**src/rtl/apb_master_arbiter.sv**
```systemverilog
`default_nettype none
// +-----------------------------------------------------------------------+
// | apb_master_arbiter: two-requester round-robin APB master with timeout |
// | Revision: 1.0                                                         |
// +-----------------------------------------------------------------------+
module apb_master_arbiter #(
  parameter int ADDR_WIDTH = 32,
  parameter int DATA_WIDTH = 32,
  parameter int TIMEOUT    = 16
) (
  input  logic                  PCLK,
  input  logic                  PRESET,
  input  logic                  req0_valid,
  input  logic                  req0_write,
  input  logic [ADDR_WIDTH-1:0] req0_addr,
  input  logic [DATA_WIDTH-1:0] req0_wdata,
  output logic                  req0_grant,
  output logic                  req0_done,
  output logic [DATA_WIDTH-1:0] req0_rdata,
  output logic                  req0_err,
  input  logic                  req1_valid,
  input  logic                  req1_write,
  input  logic [ADDR_WIDTH-1:0] req1_addr,
  input  logic [DATA_WIDTH-1:0] req1_wdata,
  output logic                  req1_grant,
  output logic                  req1_done,
  output logic [DATA_WIDTH-1:0] req1_rdata,
  output logic                  req1_err,
  output logic                  PSEL,
  output logic                  PENABLE,
  output logic                  PWRITE,
  output logic [ADDR_WIDTH-1:0] PADDR,
  output logic [DATA_WIDTH-1:0] PWDATA,
  input  logic [DATA_WIDTH-1:0] PRDATA,
  input  logic                  PREADY,
  input  logic                  PSLVERR
);

  localparam int CW = (TIMEOUT > 0) ? $clog2(TIMEOUT + 1) : 1;

  typedef enum logic [1:0] {
    S_IDLE   = 2'd0,
    S_SETUP  = 2'd1,
    S_ACCESS = 2'd2
  } state_t;

  state_t                r_state, w_state_nxt;
  logic                  r_owner, w_owner_nxt;
  logic                  r_last_grant, w_last_nxt;
  logic [CW-1:0]         r_wait_cnt, w_wait_nxt;
  logic                  w_win;
  logic                  w_psel, w_penable, w_pwrite;
  logic [ADDR_WIDTH-1:0] w_paddr;
  logic [DATA_WIDTH-1:0] w_pwdata;
  logic [1:0]            w_grant, w_done, w_err;
  logic [DATA_WIDTH-1:0] w_rdata0, w_rdata1;

  // Contention goes to whoever was not served last; a lone request always wins.
  assign w_win = (req0_valid && req1_valid) ? ~r_last_grant : req1_valid;

  always_comb begin
    w_state_nxt = r_state;
    w_owner_nxt = r_owner;
    w_last_nxt  = r_last_grant;
    w_wait_nxt  = r_wait_cnt;
    w_psel      = PSEL;
    w_penable   = PENABLE;
    w_pwrite    = PWRITE;
    w_paddr     = PADDR;
    w_pwdata    = PWDATA;
    w_grant     = 2'b00;
    w_done      = 2'b00;
    w_err       = 2'b00;
    w_rdata0    = req0_rdata;
    w_rdata1    = req1_rdata;

    unique case (r_state)
      S_IDLE: begin
        w_psel    = 1'b0;
        w_penable = 1'b0;
        if (req0_valid || req1_valid) begin
          w_owner_nxt    = w_win;
          w_last_nxt     = w_win;
          w_pwrite       = w_win ? req1_write : req0_write;
          w_paddr        = w_win ? req1_addr  : req0_addr;
          w_pwdata       = w_win ? req1_wdata : req0_wdata;
          w_grant[w_win] = 1'b1;
          w_psel         = 1'b1;
          w_state_nxt    = S_SETUP;
        end
      end

      S_SETUP: begin
        w_penable   = 1'b1;
        w_wait_nxt  = '0;
        w_state_nxt = S_ACCESS;
      end

      S_ACCESS: begin
        if (PREADY) begin
          w_psel           = 1'b0;
          w_penable        = 1'b0;
          w_done[r_owner]  = 1'b1;
          w_err[r_owner]   = PSLVERR;
          w_state_nxt      = S_IDLE;
          if (!PWRITE) begin
            if (r_owner) w_rdata1 = PRDATA;
            else         w_rdata0 = PRDATA;
          end
        end else if ((TIMEOUT != 0) && (r_wait_cnt == CW'(TIMEOUT))) begin
          // Abort leaves rdata untouched; only the error flag reports it.
          w_psel          = 1'b0;
          w_penable       = 1'b0;
          w_done[r_owner] = 1'b1;
          w_err[r_owner]  = 1'b1;
          w_state_nxt     = S_IDLE;
        end else begin
          w_wait_nxt = r_wait_cnt + CW'(1);
        end
      end

      default: begin
        w_psel      = 1'b0;
        w_penable   = 1'b0;
        w_state_nxt = S_IDLE;
      end
    endcase
  end

  always_ff @(posedge PCLK) begin
    if (PRESET) begin
      r_state      <= S_IDLE;
      r_owner      <= 1'b0;
      r_last_grant <= 1'b1;
      r_wait_cnt   <= '0;
      PSEL         <= 1'b0;
      PENABLE      <= 1'b0;
      PWRITE       <= 1'b0;
      PADDR        <= '0;
      PWDATA       <= '0;
      req0_grant   <= 1'b0;
      req1_grant   <= 1'b0;
      req0_done    <= 1'b0;
      req1_done    <= 1'b0;
      req0_err     <= 1'b0;
      req1_err     <= 1'b0;
      req0_rdata   <= '0;
      req1_rdata   <= '0;
    end else begin
      r_state      <= w_state_nxt;
      r_owner      <= w_owner_nxt;
      r_last_grant <= w_last_nxt;
      r_wait_cnt   <= w_wait_nxt;
      PSEL         <= w_psel;
      PENABLE      <= w_penable;
      PWRITE       <= w_pwrite;
      PADDR        <= w_paddr;
      PWDATA       <= w_pwdata;
      req0_grant   <= w_grant[0];
      req1_grant   <= w_grant[1];
      req0_done    <= w_done[0];
      req1_done    <= w_done[1];
      req0_err     <= w_err[0];
      req1_err     <= w_err[1];
      req0_rdata   <= w_rdata0;
      req1_rdata   <= w_rdata1;
    end
  end

endmodule
`default_nettype wire

```
**config.mk**
```make
export PLATFORM = sky130hd
export DESIGN_NAME = apb_master_arbiter
export DESIGN_NICKNAME = d
export VERILOG_FILES = /design/src/rtl/apb_master_arbiter.sv
export SDC_FILE = /design/constraint.sdc
export NUM_CORES = 1
export LEC_CHECK = 0
export CORE_MARGIN = 2
export CORE_UTILIZATION = 44
export DETAILED_ROUTE_END_ITERATION = 8
export PLACE_DENSITY = 0.83
export SLEW_MARGIN = 30
export SYNTH_ARGS = -nofsm -noshare
export SYNTH_HDL_FRONTEND = slang
export SYNTH_SLANG_ARGS = --single-unit
```
**constraint.sdc**
```tcl
create_clock -name PCLK -period 3.9 [get_ports PCLK]
set_clock_uncertainty 0.1 [all_clocks]
set_input_delay 1.17 -clock PCLK [delete_from_list [all_inputs] [get_ports PCLK]]
set_output_delay 1.17 -clock PCLK [all_outputs]
set_load 0.05 [all_outputs]
```
### Yosys cells after proc, flatten, opt, wreduce, memory -nomap -nowiden

Cells that the tools add are included.

| word-level totals | value |
|---|---|
| output and inout bits | 137 |
| memories kept | 0 |
| word-level logic and storage cells | 74 |
| latch bits | 0 |
| RAM bits | 0 |
| memory bits (read-only) | 0 |
| input bits | 168 |
| flip-flop bits (word level) | 146 |

| operators by class | value |
|---|---|
| equality and inequality tests | 7 |
| bitwise logic cells | 8 |
| muxes and demuxes | 23 |
| reduce and logical (&&, ||, !) cells | 14 |
| shift operators | 0 |
| div/mod/pow operators | 0 |
| add/subtract/negate cells | 1 |
| magnitude comparators | 4 |
| multiply operators | 0 |

Operators with widths:

| cell | count |
|---|---|
| $mux W32 | 2 |
| $mux W2 | 6 |
| $mux W5 | 2 |
| $pmux W5 S2 | 1 |
| $reduce_and A4 Y1 | 2 |
| $mux W1 | 7 |
| $not A1 Y1 | 7 |
| $ne A2 B2 Y1 const B | 3 |
| $pmux W2 S3 | 1 |
| $reduce_and A2 Y1 | 3 |
| $add A5 B1 Y5 const B | 1 |
| $eq A5 B5 Y1 const B | 1 |
| $lt A1 B2 Y1 const B | 2 |
| $logic_and A1 B1 Y1 | 3 |
| $ne A3 B3 Y1 const B | 1 |
| $pmux W1 S3 | 1 |
| $reduce_and A3 Y1 | 1 |
| $reduce_or A3 Y1 | 1 |
| $and A2 B2 Y2 | 1 |
| $demux W1 S1 | 2 |
| $eq A2 B1 Y1 const B | 1 |
| $eq A2 B2 Y1 const B | 1 |
| $ge A1 B1 Y1 const B | 2 |
| $logic_not A2 Y1 | 1 |
| 4 further kinds | 4 |

### Depth between registers and ports, before layout

| depth | value |
|---|---|
| word-level depth | 6 |
| mapped depth | 6 |
| mapped depth without buffers | 5 |

### Worst setup path before layout

OpenSTA, ideal clock, no wires.

| path | value |
|---|---|
| kind | input -> register |
| from | input req1_valid |
| to | register PADDR[20] |
| path buffers | 3 |
| setup slack | 1623 ps |
| library setup time | 146 ps |
| stages | 6 |
| data arrival time | 2031 ps |
| required time | 3654 ps |
| cell sequence | or2_1 > clkbuf_2 > buf_4 > buf_2 > a21oi_1 > a211oi_2 |

| on the way | value |
|---|---|
| cells in the longest elaborated chain, start to end | 3 |

Ends and longest elaborated chain:

| item | RTL line | source |
|---|---|---|
| from (decl) | 21 | `input logic req1_valid,` |
| $logic_and A1 B1 Y1 | 59 | `assign w_win = (req0_valid && req1_valid) ? ~r_last_grant : req1_valid;` |
| $mux W1 | 59 |  |
| $mux W32 | 85 | `w_paddr = w_win ? req1_addr : req0_addr;` |
| to (signal assigned) | 157 | `PADDR <= w_paddr;` |
| to (decl) | 32 | `output logic [ADDR_WIDTH-1:0] PADDR,` |

Parallel ways exist; a longest one is shown, timed or not.
A chain may end at the register's enable or synchronous reset.

### Worst setup path after layout

| path | value |
|---|---|
| from | register PWRITE |
| to | output PWRITE |

RTL lines:

| item | RTL line | source |
|---|---|---|
| from (decl) | 31 | `output logic PWRITE,` |
| from (signal assigned) | 156 | `PWRITE <= w_pwrite;` |

No word-level cell between the ends.

==> impl_summary.txt <==
----------------------------------------------------
[Placement]
  Number of buffer cells added on primary ports ... 304
  Placer's final routability congestion estimate ... around 0.86
  HPWL after DPL ... around 14000 um

[STA]
  Fin crit share ... 0.750
  Max-slew violation count ... 0
  Max-slew headroom ... 0.467
  Worst hold slack across all endpoints ... 0.373 ns
  Total setup violations reported at the end of the flow ... 0
  Total Negative Setup Slacks ... 0 ns
  Slew at the pin closest to its max-slew limit ... 0.799 ns
  Final Hold Vio Count ... 0
  Final critical-path required period ... 2.92 ns
  Unrepaired setup endpoints after global routing ... no
  Highest clock frequency the design can meet ... 0.342 GHz

[Yosys]
  Flops & latches, synth ... about 150
  Synthesized area per cell ... 9.30 sq um
  Seq/Total Area, Yosys ... 0.462
  Dominant cell type by area after synthesis ... dfxtp_1
  Synthesized netlist cell count ... 680
  Unique cell type count in the Yosys netlist ... 44
  Netlist area before placement ... ~6300 sq um
  Share of Yosys cell area claimed by the top area cell type ... 0.462
  Largest cells by area after synthesis ... dfxtp_1 (46%), a21oi_1 (11%), mux2i_1 (10%), a211oi_1 (5.7%), o21ai_0 (5.5%)
  Number of warning messages in the yosys log ... 0
  Total nets after synthesis ... 850

[Setup path]
  Reg-to-reg critical path startpoint ... r_state[1]$_SDFFE_PP0P_
  Element type at the critical path end ... output port
  Worst reg2reg path endpoint ... PWDATA[18]$_SDFFE_PP0P_
  Sum of buffers and inverters on the critical path ... 1
  Worst setup path class ... reg -> out
  Startpoint Class ... register
  Reg2Reg Depth ... 4
  Worst endpoint required time ... between 2 and 3 ns
  CP max FO ... 4
  Largest delay share family, worst path ... buffers and inverters
  Data arrival time of the critical path ... approximately 1.7 ns
  Register-to-register setup slack ... 1.70 ns
  Max incr delay on CP ... 0.85 ns
  Start point of the critical path ... PWRITE$_SDFFE_PP0P_
  CP cell instances ... clkdlybuf4s50_1
  Worst-path cell with the longest stage delay ... clkdlybuf4s50_1

[Floorplan]
  Chip Width ... ~120 um
  Placeable core region ... 14000 sq um
  Starting density of the core ... 0.452
  Die ar. ... 15400 sq um
  Count of standard-cell rows ... 43
  Vert. Die Dim ... 124 um
  I/O pin count ... between 300 and 400

[Pwr]
  Reported leakage power ... 0.00348 uW
  Areal power density over the cells ... 451 nW/um^2
  Worst VDD drop ... around 400 uV
  Pwr Total ... 4520 uW

[Hold path]
  Hold Path End ... PENABLE$_SDFFE_PP0P_
  Source of the worst hold timing path ... PENABLE$_SDFFE_PP0P_
  Number of cells on the worst hold path ... 2
  Hold Path Class ... reg -> reg

[Clock network]
  Gates resized, CTS repair ... 0
  Clock input transition at the sequential cells of the worst setup and hold paths ... 0.06 ns
  Number of clock buffers inserted by TritonCTS ... 17
  Hold-fix buffers at CTS ... 0
  TritonCTS clock tree ... built
  Maximum level of the CTS H-tree ... 4
  TritonCTS Sinks ... 146
  Max Buffers Root-to-Sink ... 2
  Post-CTS Setup Inserts ... 0
  Buffer cell driving the clock tree root ... clkbuf_16
  Insertion delay of the later-clocked pin in the worst-skew pair ... 0.42 ns

[Layout]
  Nets@finish ... roughly 1100
  Fraction of the core area covered by cells at the end of the flow ... 0.716
  Diodes inserted ... 0
  Share of cells above drive strength 1 ... 0.0776
  Signed area change from the synthesized netlist to the final layout ... 58.3%

[Drt]
  Antenna Nets Post-Route ... 0
  Routed wirelength normalized by instance count ... 18.2 um
  Total wire length ... 20600 um
  Iteration-0 DRC count of the detailed router ... 531
  Via count ... 6279
  Vias per cell ... ~5.5
  Pre-antenna DRT Iters ... 5
  DRC violations left ... 0

[Outcome]
  Status ... finished clean

[Global route]
  Overflow left after global routing ... 0
  Vias in the first global route ... 6027
  Pin count of the biggest net entering global routing ... ~70
  First-pass GRT wire length ... between 30000 and 40000 um
  Initial antenna violation count ... 0
  All-layer global routing usage ... 0.261

[Job]
  Maxcap violations ... 0

----------------------------------------------------
==> flip-flops by register name, indices dropped and copies added (netlist names), 2 cells and up <==
name	flops
r_wait_cnt	5
PWDATA	32
r_state	2
req1_rdata	32
req0_rdata	32
PADDR	32
==> worst register-to-register path: cells and delay by family (launching register included) <==
| kind | cells | cell delay (ns) |
|---|---|---|
| flip-flops | 1 | 0.50 |
| AND/OR/NAND/NOR | 1 | 0.50 |
| buffers and inverters | 1 | 0.58 |
| AO/OA/AOI/OAI | 2 | 0.44 |
==> cells in the final DEF, fill, tap and decap left out, drive strengths merged, types with 3 or more instances in the layout <==
cell,count
a211oi,65
mux2i,66
clkinv,5
nand3,66
clkinvlp,3
nand3b,4
buf,16
a21oi,133
clkbuf,21
nor2,10
clkdlybuf4s50,303
nand2b,7
or2,3
inv,4
bufinv,3
dfxtp,146
o21ai,69
==> power breakdown <==
part,internal [uW],switching [uW]
Clock,1060,644
Combinational,465,689
Sequential,1590,63.5
==> final cells by class <==
class	instances	area, sq um
inverters	4	16.3
multi-input cells	453	2990
well taps	180	225
clock buffers	21	470
flip-flops and latches	146	2920
clock inverters	11	153
fillers	1063	3970
repair buffers	319	3240
==> worst max path at each step <==
stage | endpoint | cells after the start | slack [ns]
after floorplan | PADDR[20]$_SDFFE_PP0P_ | 6 | 1.62
after global placement | PADDR[17]$_SDFFE_PP0P_ | 5 | 0.77
after detailed placement | PADDR[17]$_SDFFE_PP0P_ | 5 | 0.76
after CTS | PWRITE | 1 | 0.95
after global routing | PWRITE | 1 | 0.93
final | PWRITE | 1 | 0.98
==> synth_stat cells, drive strengths merged <==
master and n:
or4 1, ha 2, nand3b 4, a31oi 1
a211oi 65, nand3 66, o32ai 2, or2 3
and4bb 1, buf 37, a311oi 1, o31ai 1
nor2 10, nor2b 2, a2bb2oi 1, nor3b 2
nand4b 2, a41oi 1, nor3 1, inv 4
nand4bb 2, mux2i 66, o21ai 69, nor4 2
nand2b 7, o2bb2ai 2, clkbuf 40, a21boi 1
and2 1, nand2 1, nand4 1, nor4bb 1
or3 1, a21oi 133, dfxtp 146
==> stage by stage <==
| step | std cells | worst slack [ns] | area, sq um |
|---|---|---|---|
| 6_report | 1134 | 0.976 | 10000 |
| 5_1_grt | 1134 | 0.934 | 10000 |
| 4_1_cts | 1134 | 0.947 | 10000 |
| 3_5_place_dp | 1102 | 0.757 | 9390 |
| 3_3_place_gp | 1102 | 0.771 | 9390 |
| 2_1_floorplan | 680 | 1.62 | 6330 |
==> cell families after synthesis <==
group | Yosys count | share of synthesized area
AO/OA/AOI/OAI | 277 | 0.264
flip-flops | 146 | 0.462
AND/OR/NAND/NOR | 108 | 0.0959
buffers and inverters | 81 | 0.0698
multiplexers | 66 | 0.104
adder cells (fa/ha/maj) | 2 | 0.00395
==> metal layers <==
layer,GRT usage,up-vias,share of wire
met5,0,-,0
met2,0.434,255,0.48
met3,0.115,23,0.11
li1,-,3028,-
met1,0.304,2973,0.40
met4,0.0758,0,0.015
Note: power is estimated with default switching activity, not from simulation.
